==> config.mk <==
export PLATFORM = sky130hd
export DESIGN_NAME = multi_digit_adder_display
export DESIGN_NICKNAME = d
export VERILOG_FILES = /design/src/rtl/multi_digit_adder_display.sv
export SDC_FILE = /design/constraint.sdc
export NUM_CORES = 1
export LEC_CHECK = 0
export ABC_AREA = 1
export CELL_PAD_IN_SITES_DETAIL_PLACEMENT = 0
export CELL_PAD_IN_SITES_GLOBAL_PLACEMENT = 1
export CORE_UTILIZATION = 48
export DETAILED_ROUTE_END_ITERATION = 8
export PLACE_DENSITY = 0.88
export SLEW_MARGIN = 20
export SYNTH_ARGS = -nofsm -noshare
export SYNTH_HDL_FRONTEND = slang
export SYNTH_SLANG_ARGS = --single-unit
==> constraint.sdc <==
create_clock -name clk -period 5.4 [get_ports clk]
set_input_delay 0.54 -clock clk [delete_from_list [all_inputs] [get_ports clk]]
set_output_delay 0.54 -clock clk [all_outputs]
set_load 0.05 [all_outputs]
==> src/rtl/multi_digit_adder_display.sv <==
// multi_digit_adder_display
//   Captures two WIDTH-bit operands on a load strobe. It then computes either
//   A+B+CI or |A-B|, converts the result to BCD with a sequential double-dabble
//   engine, and drives a time-multiplexed active-low seven-segment display.
//   The display blanks leading zeros, shows dashes on overflow and uses the
//   decimal point of the top digit as the negative indicator.
// Ports:
//   clk, rst          clock, asynchronous active-high reset
//   A1, B1            operands (WIDTH bits)
//   CI                carry-in, add mode only
//   sub               0 = add, 1 = subtract (magnitude)
//   load              single-cycle start strobe, ignored while busy
//   busy              conversion in progress
//   done              one-cycle pulse when the new result reaches the display
//   CO                add: carry-out; sub: 1 when A1 >= B1
//   neg               sub mode and A1 < B1
//   seg               {g,f,e,d,c,b,a}, active-low
//   an                digit enables, active-low, an[0] = least-significant digit
//   dp                decimal point, active-low
module multi_digit_adder_display #(
  parameter int WIDTH       = 8,
  parameter int DIGITS      = 4,
  parameter int REFRESH_DIV = 100000
) (
  input  logic              clk,
  input  logic              rst,
  input  logic [WIDTH-1:0]  A1,
  input  logic [WIDTH-1:0]  B1,
  input  logic              CI,
  input  logic              sub,
  input  logic              load,
  output logic              busy,
  output logic              done,
  output logic              CO,
  output logic              neg,
  output logic [6:0]        seg,
  output logic [DIGITS-1:0] an,
  output logic              dp
);

  localparam int RW  = WIDTH + 1;
  localparam int BW  = 4 * DIGITS;
  localparam int CW  = $clog2(WIDTH + 2);
  localparam int SW  = (DIGITS > 1) ? $clog2(DIGITS) : 1;
  localparam int RCW = $clog2(REFRESH_DIV);

  localparam logic [CW-1:0]  LAST_ITER = CW'(WIDTH + 1);
  localparam logic [SW-1:0]  LAST_SCAN = SW'(DIGITS - 1);
  localparam logic [RCW-1:0] LAST_REF  = RCW'(REFRESH_DIV - 1);

  // Add 3 to every BCD nibble that is 5 or more (double-dabble correction).
  function automatic logic [BW-1:0] add3_adjust(input logic [BW-1:0] v);
    logic [BW-1:0] r;
    r = v;
    for (int i = 0; i < DIGITS; i++) begin
      if (r[4*i +: 4] >= 4'd5) begin
        r[4*i +: 4] = r[4*i +: 4] + 4'd3;
      end else begin
        r[4*i +: 4] = r[4*i +: 4];
      end
    end
    return r;
  endfunction

  // Per-digit blank mask: a digit is blank when it and every digit above it is
  // zero; digit 0 always shows.
  function automatic logic [DIGITS-1:0] blank_mask(input logic [BW-1:0] v);
    logic [DIGITS-1:0] m;
    logic              nz;
    m  = '0;
    nz = 1'b0;
    for (int i = DIGITS - 1; i >= 0; i--) begin
      nz   = nz | (v[4*i +: 4] != 4'd0);
      m[i] = ~nz & (i != 0);
    end
    return m;
  endfunction

  // Active-low segment pattern {g,f,e,d,c,b,a} for one BCD digit.
  function automatic logic [6:0] bcd_to_seg(input logic [3:0] d);
    logic [6:0] s;
    case (d)
      4'd0:    s = 7'b1000000;
      4'd1:    s = 7'b1111001;
      4'd2:    s = 7'b0100100;
      4'd3:    s = 7'b0110000;
      4'd4:    s = 7'b0011001;
      4'd5:    s = 7'b0010010;
      4'd6:    s = 7'b0000010;
      4'd7:    s = 7'b1111000;
      4'd8:    s = 7'b0000000;
      4'd9:    s = 7'b0010000;
      default: s = 7'h7F;
    endcase
    return s;
  endfunction

  logic              busy_r, done_r, co_r, neg_r;
  logic [RW-1:0]     bin_r;
  logic [BW-1:0]     bcd_r;
  logic              ovf_work_r;
  logic [CW-1:0]     iter_r;
  logic [BW-1:0]     disp_bcd_r;
  logic              disp_ovf_r;
  logic [RCW-1:0]    ref_cnt_r;
  logic [SW-1:0]     scan_r;
  logic [6:0]        seg_r;
  logic [DIGITS-1:0] an_r;
  logic              dp_r;

  logic [RW-1:0]     sum_s;
  logic [WIDTH-1:0]  diff_s;
  logic              a_ge_b_s;
  logic [RW-1:0]     result_s;
  logic [BW-1:0]     adj_s;
  logic [DIGITS-1:0] blank_s;
  logic [3:0]        cur_nib_s;
  logic [6:0]        seg_next_s;
  logic              dp_next_s;

  // Arithmetic on the live inputs; only sampled on an accepted load.
  always_comb begin
    sum_s    = {1'b0, A1} + {1'b0, B1} + {{WIDTH{1'b0}}, CI};
    a_ge_b_s = (A1 >= B1);
    if (a_ge_b_s) begin
      diff_s = A1 - B1;
    end else begin
      diff_s = B1 - A1;
    end
    if (sub) begin
      result_s = {1'b0, diff_s};
    end else begin
      result_s = sum_s;
    end
  end

  assign adj_s = add3_adjust(bcd_r);

  // Load capture, double-dabble iterations and commit to the display buffer.
  always_ff @(posedge clk or posedge rst) begin
    if (rst) begin
      busy_r     <= 1'b0;
      done_r     <= 1'b0;
      co_r       <= 1'b0;
      neg_r      <= 1'b0;
      bin_r      <= '0;
      bcd_r      <= '0;
      ovf_work_r <= 1'b0;
      iter_r     <= '0;
      disp_bcd_r <= '0;
      disp_ovf_r <= 1'b0;
    end else begin
      done_r <= 1'b0;
      if (!busy_r) begin
        if (load) begin
          busy_r     <= 1'b1;
          co_r       <= sub ? a_ge_b_s : sum_s[WIDTH];
          neg_r      <= sub & ~a_ge_b_s;
          bin_r      <= result_s;
          bcd_r      <= '0;
          ovf_work_r <= 1'b0;
          iter_r     <= '0;
        end
      end else if (iter_r == LAST_ITER) begin
        // All WIDTH+1 shifts are done: publish the result.
        busy_r     <= 1'b0;
        done_r     <= 1'b1;
        disp_bcd_r <= bcd_r;
        disp_ovf_r <= ovf_work_r;
      end else begin
        // The bit leaving the top nibble means the value needs more digits.
        bcd_r      <= {adj_s[BW-2:0], bin_r[RW-1]};
        bin_r      <= {bin_r[RW-2:0], 1'b0};
        ovf_work_r <= ovf_work_r | adj_s[BW-1];
        iter_r     <= iter_r + 1'b1;
      end
    end
  end

  assign blank_s   = blank_mask(disp_bcd_r);
  assign cur_nib_s = disp_bcd_r[{scan_r, 2'b00} +: 4];

  // Segment and decimal-point pattern for the digit currently selected.
  always_comb begin
    seg_next_s = 7'h7F;
    dp_next_s  = 1'b1;
    if (disp_ovf_r) begin
      seg_next_s = 7'b0111111;
    end else if (blank_s[scan_r]) begin
      seg_next_s = 7'h7F;
    end else begin
      seg_next_s = bcd_to_seg(cur_nib_s);
    end
    if ((scan_r == LAST_SCAN) && neg_r) begin
      dp_next_s = 1'b0;
    end else begin
      dp_next_s = 1'b1;
    end
  end

  // Refresh divider, scan index and registered display pins.
  always_ff @(posedge clk or posedge rst) begin
    if (rst) begin
      ref_cnt_r <= '0;
      scan_r    <= '0;
      seg_r     <= 7'h7F;
      an_r      <= '1;
      dp_r      <= 1'b1;
    end else begin
      if (ref_cnt_r == LAST_REF) begin
        ref_cnt_r <= '0;
        scan_r    <= (scan_r == LAST_SCAN) ? '0 : scan_r + 1'b1;
      end else begin
        ref_cnt_r <= ref_cnt_r + 1'b1;
      end
      seg_r <= seg_next_s;
      an_r  <= ~(DIGITS'(1) << scan_r);
      dp_r  <= dp_next_s;
    end
  end

  assign busy = busy_r;
  assign done = done_r;
  assign CO   = co_r;
  assign neg  = neg_r;
  assign seg  = seg_r;
  assign an   = an_r;
  assign dp   = dp_r;

endmodule

Word level (Yosys, flattened, before mapping)
Memory sizes are Yosys's and may differ from the RTL's.
Index checks and enable logic that the tools add are counted.

storage, ports and cells
  memories = 1
  word-level logic and storage cells = 88
  output and inout bits = 16
  ROM bits = 112
  register bits = 82
  bits of input ports = 21

operators by class
  reductions and logical operators = 8
  shift operators = 2
  add/subtract/negate cells = 11
  equal/unequal tests = 4
  bitwise gates (word level) = 10
  magnitude comparators = 6
  mux-type cells = 31

memory list
  name             words  width  read ports  clocked after Yosys merged registers in  wr ports  RTL line  source
  (no name shown)  16     7      1           0                                        0         82        case (d)

operator list
  kind                                                                    count
  16-bit two-way mux                                                      3
  9-bit two-way mux                                                       4
  4-bit two-way mux                                                       7
  17-bit by 1-bit adder with 17-bit output (second input constant)        1
  17-bit == test (second input constant)                                  1
  17-bit two-way mux                                                      1
  4-bit by 2-bit adder with 4-bit output (second input constant)          4
  4-bit by 3-bit >= comparator with 1-bit output (second input constant)  4
  16-bit by 5-bit variable part select with 4-bit output                  1
  8-bit subtractor                                                        2
  7-bit two-way mux                                                       2
  4-bit nonzero test                                                      3
  1-bit two-way mux                                                       11
  8-bit by 8-bit adder with 9-bit output                                  1
  9-bit by 1-bit adder with 9-bit output                                  1
  8-bit >= comparator                                                     1
  8-bit two-way mux                                                       1
  2-bit AND reduction                                                     3
  1-bit NOT                                                               5
  4-bit by 1-bit adder with 4-bit output (second input constant)          1
  4-bit == test (second input constant)                                   1
  4-bit NOT                                                               1
  1-bit by 2-bit left shift with 4-bit output (first input constant)      1
  2-bit by 3-bit < comparator with 1-bit output (second input constant)   1
  other kinds (9)                                                         11

Longest topological paths before layout
  word-level depth = 8
  gate-level depth with buffers = 15
  depth with buffers taken out = 15

Worst setup path before layout
No wires, ideal clock.

  path type = input-to-reg
  start point = input A1[0]
  end point = register bin_r[6]
  setup time = 65 ps
  data required time = 5335 ps
  setup slack = 3114 ps
  buffers on the path = 0
  arrival = 2221 ps
  stages = 13
  cell sequence = inv_1 > fa_1 > fa_1 > inv_1 > nand2_1 > nand2_1 > nand2_1 > nand2_2 > a21oi_1 > or2_2 > nand3_1 > nand3_1 > nand2_1

on the way
  word-level cells in the longest chain between the ends = 5
  elaborated cells on any way between the ends = 9
  those cells by class = add/sub (4); order compare (1); mux (4)

ends and longest elaborated chain
  element                                                                      RTL line  source
  start: declaration                                                           27        input logic [WIDTH-1:0] A1,
  8-bit by 8-bit adder with 9-bit output (tied with other cells)               123       sum_s = {1'b0, A1} + {1'b0, B1} + {{WIDTH{1'b0}}, CI};
  9-bit by 1-bit adder with 9-bit output or 8-bit two-way mux (tied branches)  123, 125
  9-bit two-way mux *                                                          130       if (sub) begin
  9-bit two-way mux *                                                          155       if (load) begin
  9-bit two-way mux *                                                          154       if (!busy_r) begin
  end signal: assignment                                                       159       bin_r <= result_s;
  end signal: assignment                                                       173       bin_r <= {bin_r[RW-2:0], 1'b0};
  end: declaration                                                             99        logic [RW-1:0] bin_r;

Every way passes the cells marked *; elsewhere a longest branch is shown, timed or not. The select of a mux whose other input is x is not followed.
A chain may end at the register's enable or synchronous reset.

Worst setup path in the final report
Ends and elaborated chain as after synthesis.

==> metrics.cfg <==
[setup_path]
crit_path_frequent_cell=nand2_1
crit_required_ps=5700
worstSetupPathType=in -> reg
cp_cell_sequence=clkdlybuf4s50_1 > inv_1 > fa_1 > fa_1 > inv_1 > nand2_1 > nand2_1 > nand2_1 > nand2_2 > a21oi_1 > or2_2 > nand3_1 > nand3_1 > nand2_1
endpoint_kind=register
timing.rr.end=bin_r[0]
path_max_fanout=4
startpoint=A1[0]
slowest_stage=clkdlybuf4s50_1
worstSetupStartpointType=input port
max_stage_delay_ps=480
cp_num_buf_inv=3
timing.rr.start=iter_r[0]
cp_top_family=adder cells
r2r_slack_ps=2860
crit_arrival_ps=2880
worstRegToRegCells=6

[synthesis]
seq_area_frac_synth_pct=38.7
synth_area_per_cell_um2=7.70
synth_fp_nets=761
synth_flop_cell=dfrtp_1
synth_edf_count=0
ys_types=44
postSynthRegisterBits=82
synth_cells=694
ys_warn_count=0
asyncSetResetFlopFracSynth_pct=100
syn_area_um2=5340

[floorplanning]
die_y_um=108
dieArea_um2=11600
core_area_um2=10800
rows=38
start_util_pct=49.3
io_pins=37
die-width_um=108

[power]
p_int_mw=1.46
ir_drop_v=0.000305
power_density_nw_per_um2=430
combPwrFrac_pct=45.4
leakage_nw=3.02
seq_power_share_pct=37.8
swShare_pct=43.3
power_switching_mw=1.11
pwr-share-clk_pct=16.8

[cells_and_area]
drive_gt1_share_pct=9.28
final_nets=795
n_antenna_cell=0
postLayoutCellArea_um2=5980
mostFrequentLayoutCell=nand2_1
stdcell_count=873
syn_to_final_growth_pct=11.9
fillers=1045
final_cell_mix=168 x nand2_1, 114 x inv_1, 70 x dfrtp_1, 61 x o21ai_0, 47 x nand3_1

[timing]
setup_ws_ps=2820
tns_ps=0
setup_viol=0
hold_violations=0
min_period_ps=2580
rsz0062_at_grt=no
skew_ps=18.6
tightest_slew_ps=891
max_freq_mhz=388
slew_headroom_pct=40.6
slew_violations=0
fin_crit_sh_pct=47.8

[route]
postRouteAntennaNets=0
drc=2
first_pass_iters=7
routed_wl_um=11300
drt_iter0_drc=242
num_vias=4558
routedWlPerCell_um=12.9
via_per_inst=5.22

[cts]
post_cts_buffers=0
ctsHoldBuffers=0
cts_num_sinks=82
cts_max_path_buffers=2
cts_root_buf=clkbuf_8
cts_tree=built
cts_resized=0
clkSlewWorstSetupHoldPaths_ps=80
cts_made_buffers=9
clock_latency_ps=360
htree_levels=3

[global_route]
grt_pass1_wl_um=19500
antenna_found_initial=0
grt_max_degree=74
overflow=0
grt_usage_pct=21.3
first_global_vias=4339

[flow_run]
cap_violations=0

[hold_path]
hold_class=in -> async

[placed_design]
gp_congestion=0.843
place_hpwl_um=8500
post-place-ws_ps=2460
numPortBuffers=36
placed_area_um2=5790
dp_cells=857

[outcome]
violations=DRC
status=finished, violations left

## final cells by class
class | count | area (um^2) | area share (%)
Multi-Input combinational cell | 474 | 2720 | 45.4
Sequential cell | 82 | 2070 | 34.6
Inverter | 124 | 467 | 7.80
Timing Repair Buffer | 37 | 368 | 6.15
Tap cell | 140 | 175 | 2.93
Clock buffer | 11 | 131 | 2.20
Clock inverter | 5 | 56.3 | 0.942
## power by group through the flow
| stage | combinational (mW) | clock (mW) | sequential [mW] |
|---|---|---|---|
| 4_1_cts | 1.17 | 0.442 | 0.971 |
| 3_3_place_gp | 1.13 | 0 | 0.974 |
| 6_report | 1.17 | 0.432 | 0.971 |
| 3_5_place_dp | 1.17 | 0 | 0.983 |
| 5_1_grt | 1.33 | 0.469 | 0.999 |
| 2_1_floorplan | 0.776 | 0 | 1.07 |
## worst max path at each step
| stage | to | cells past startpoint |
|---|---|---|
| final | bin_r[6] | 14 |
| after global routing | bin_r[2] | 8 |
| after CTS | bin_r[6] | 14 |
| after detailed placement | bin_r[6] | 14 |
| after global placement | bin_r[6] | 14 |
| after floorplan | CO | 1 |
## registers in the layout, summed over array words and instances, names as in the netlist
| name | count |
|---|---|
| CO | 1 |
| an | 4 |
| bcd_r | 16 |
| bin_r | 9 |
| busy | 1 |
| disp_bcd_r | 16 |
| disp_ovf_r | 1 |
| done | 1 |
| dp | 1 |
| iter_r | 4 |
| neg | 1 |
| ovf_work_r | 1 |
| ref_cnt_r | 17 |
| scan_r | 2 |
| seg | 7 |
## through the flow
stage | power [mW] | hold WS, ps | util [%]
floorplan | 1.85 | 406 | -
global placement | 2.10 | 423 | 53.4
detailed placement | 2.15 | 429 | 53.4
CTS | 2.58 | 392 | 55.2
global route | 2.80 | 413 | 55.2
finish | 2.57 | 396 | 55.2
## cell usage after synthesis, drive strengths merged, types with 2 or more instances
| cell type | number | area [um^2] |
|---|---|---|
| or2 | 4 | 25.0 |
| nand4 | 11 | 68.8 |
| nor3b | 2 | 20.0 |
| a21oi | 30 | 161 |
| nor2 | 49 | 221 |
| xor2 | 11 | 96.3 |
| dfrtp | 70 | 1750 |
| fa | 4 | 80.1 |
| nor4 | 4 | 31.3 |
| clkbuf | 4 | 15.0 |
| o21bai | 2 | 15.0 |
| buf | 10 | 81.3 |
| o32ai | 2 | 17.5 |
| inv | 124 | 465 |
| o21ai | 69 | 364 |
| dfstp | 12 | 315 |
| o22ai | 7 | 43.8 |
| ha | 42 | 526 |
| o211ai | 4 | 30.0 |
| nand2 | 176 | 681 |
| nand3 | 49 | 263 |
## cell families (layout without fill, tap and decap cells)
family	count (synthesis)	count (layout)	share of synthesized area [%]
and+or+nand+nor	298	298	24.9
buffers and inverters	138	177	10.5
AOI/OAI and AO/OA	118	118	12.6
adders and majority gates	46	46	11.3
DFF	82	82	38.7
xor gates and xnor gates	12	12	1.97
## routing by layer
layer,vias up,part of all wire (%),GRT usage [%]
met5,-,0,0
met4,0,0.78,7.05
met3,11,3.4,3.09
met2,90,48,35.7
met1,2175,47,28.2
li1,2282,-,-
No activity file was read; power rests on OpenSTA's default activity.
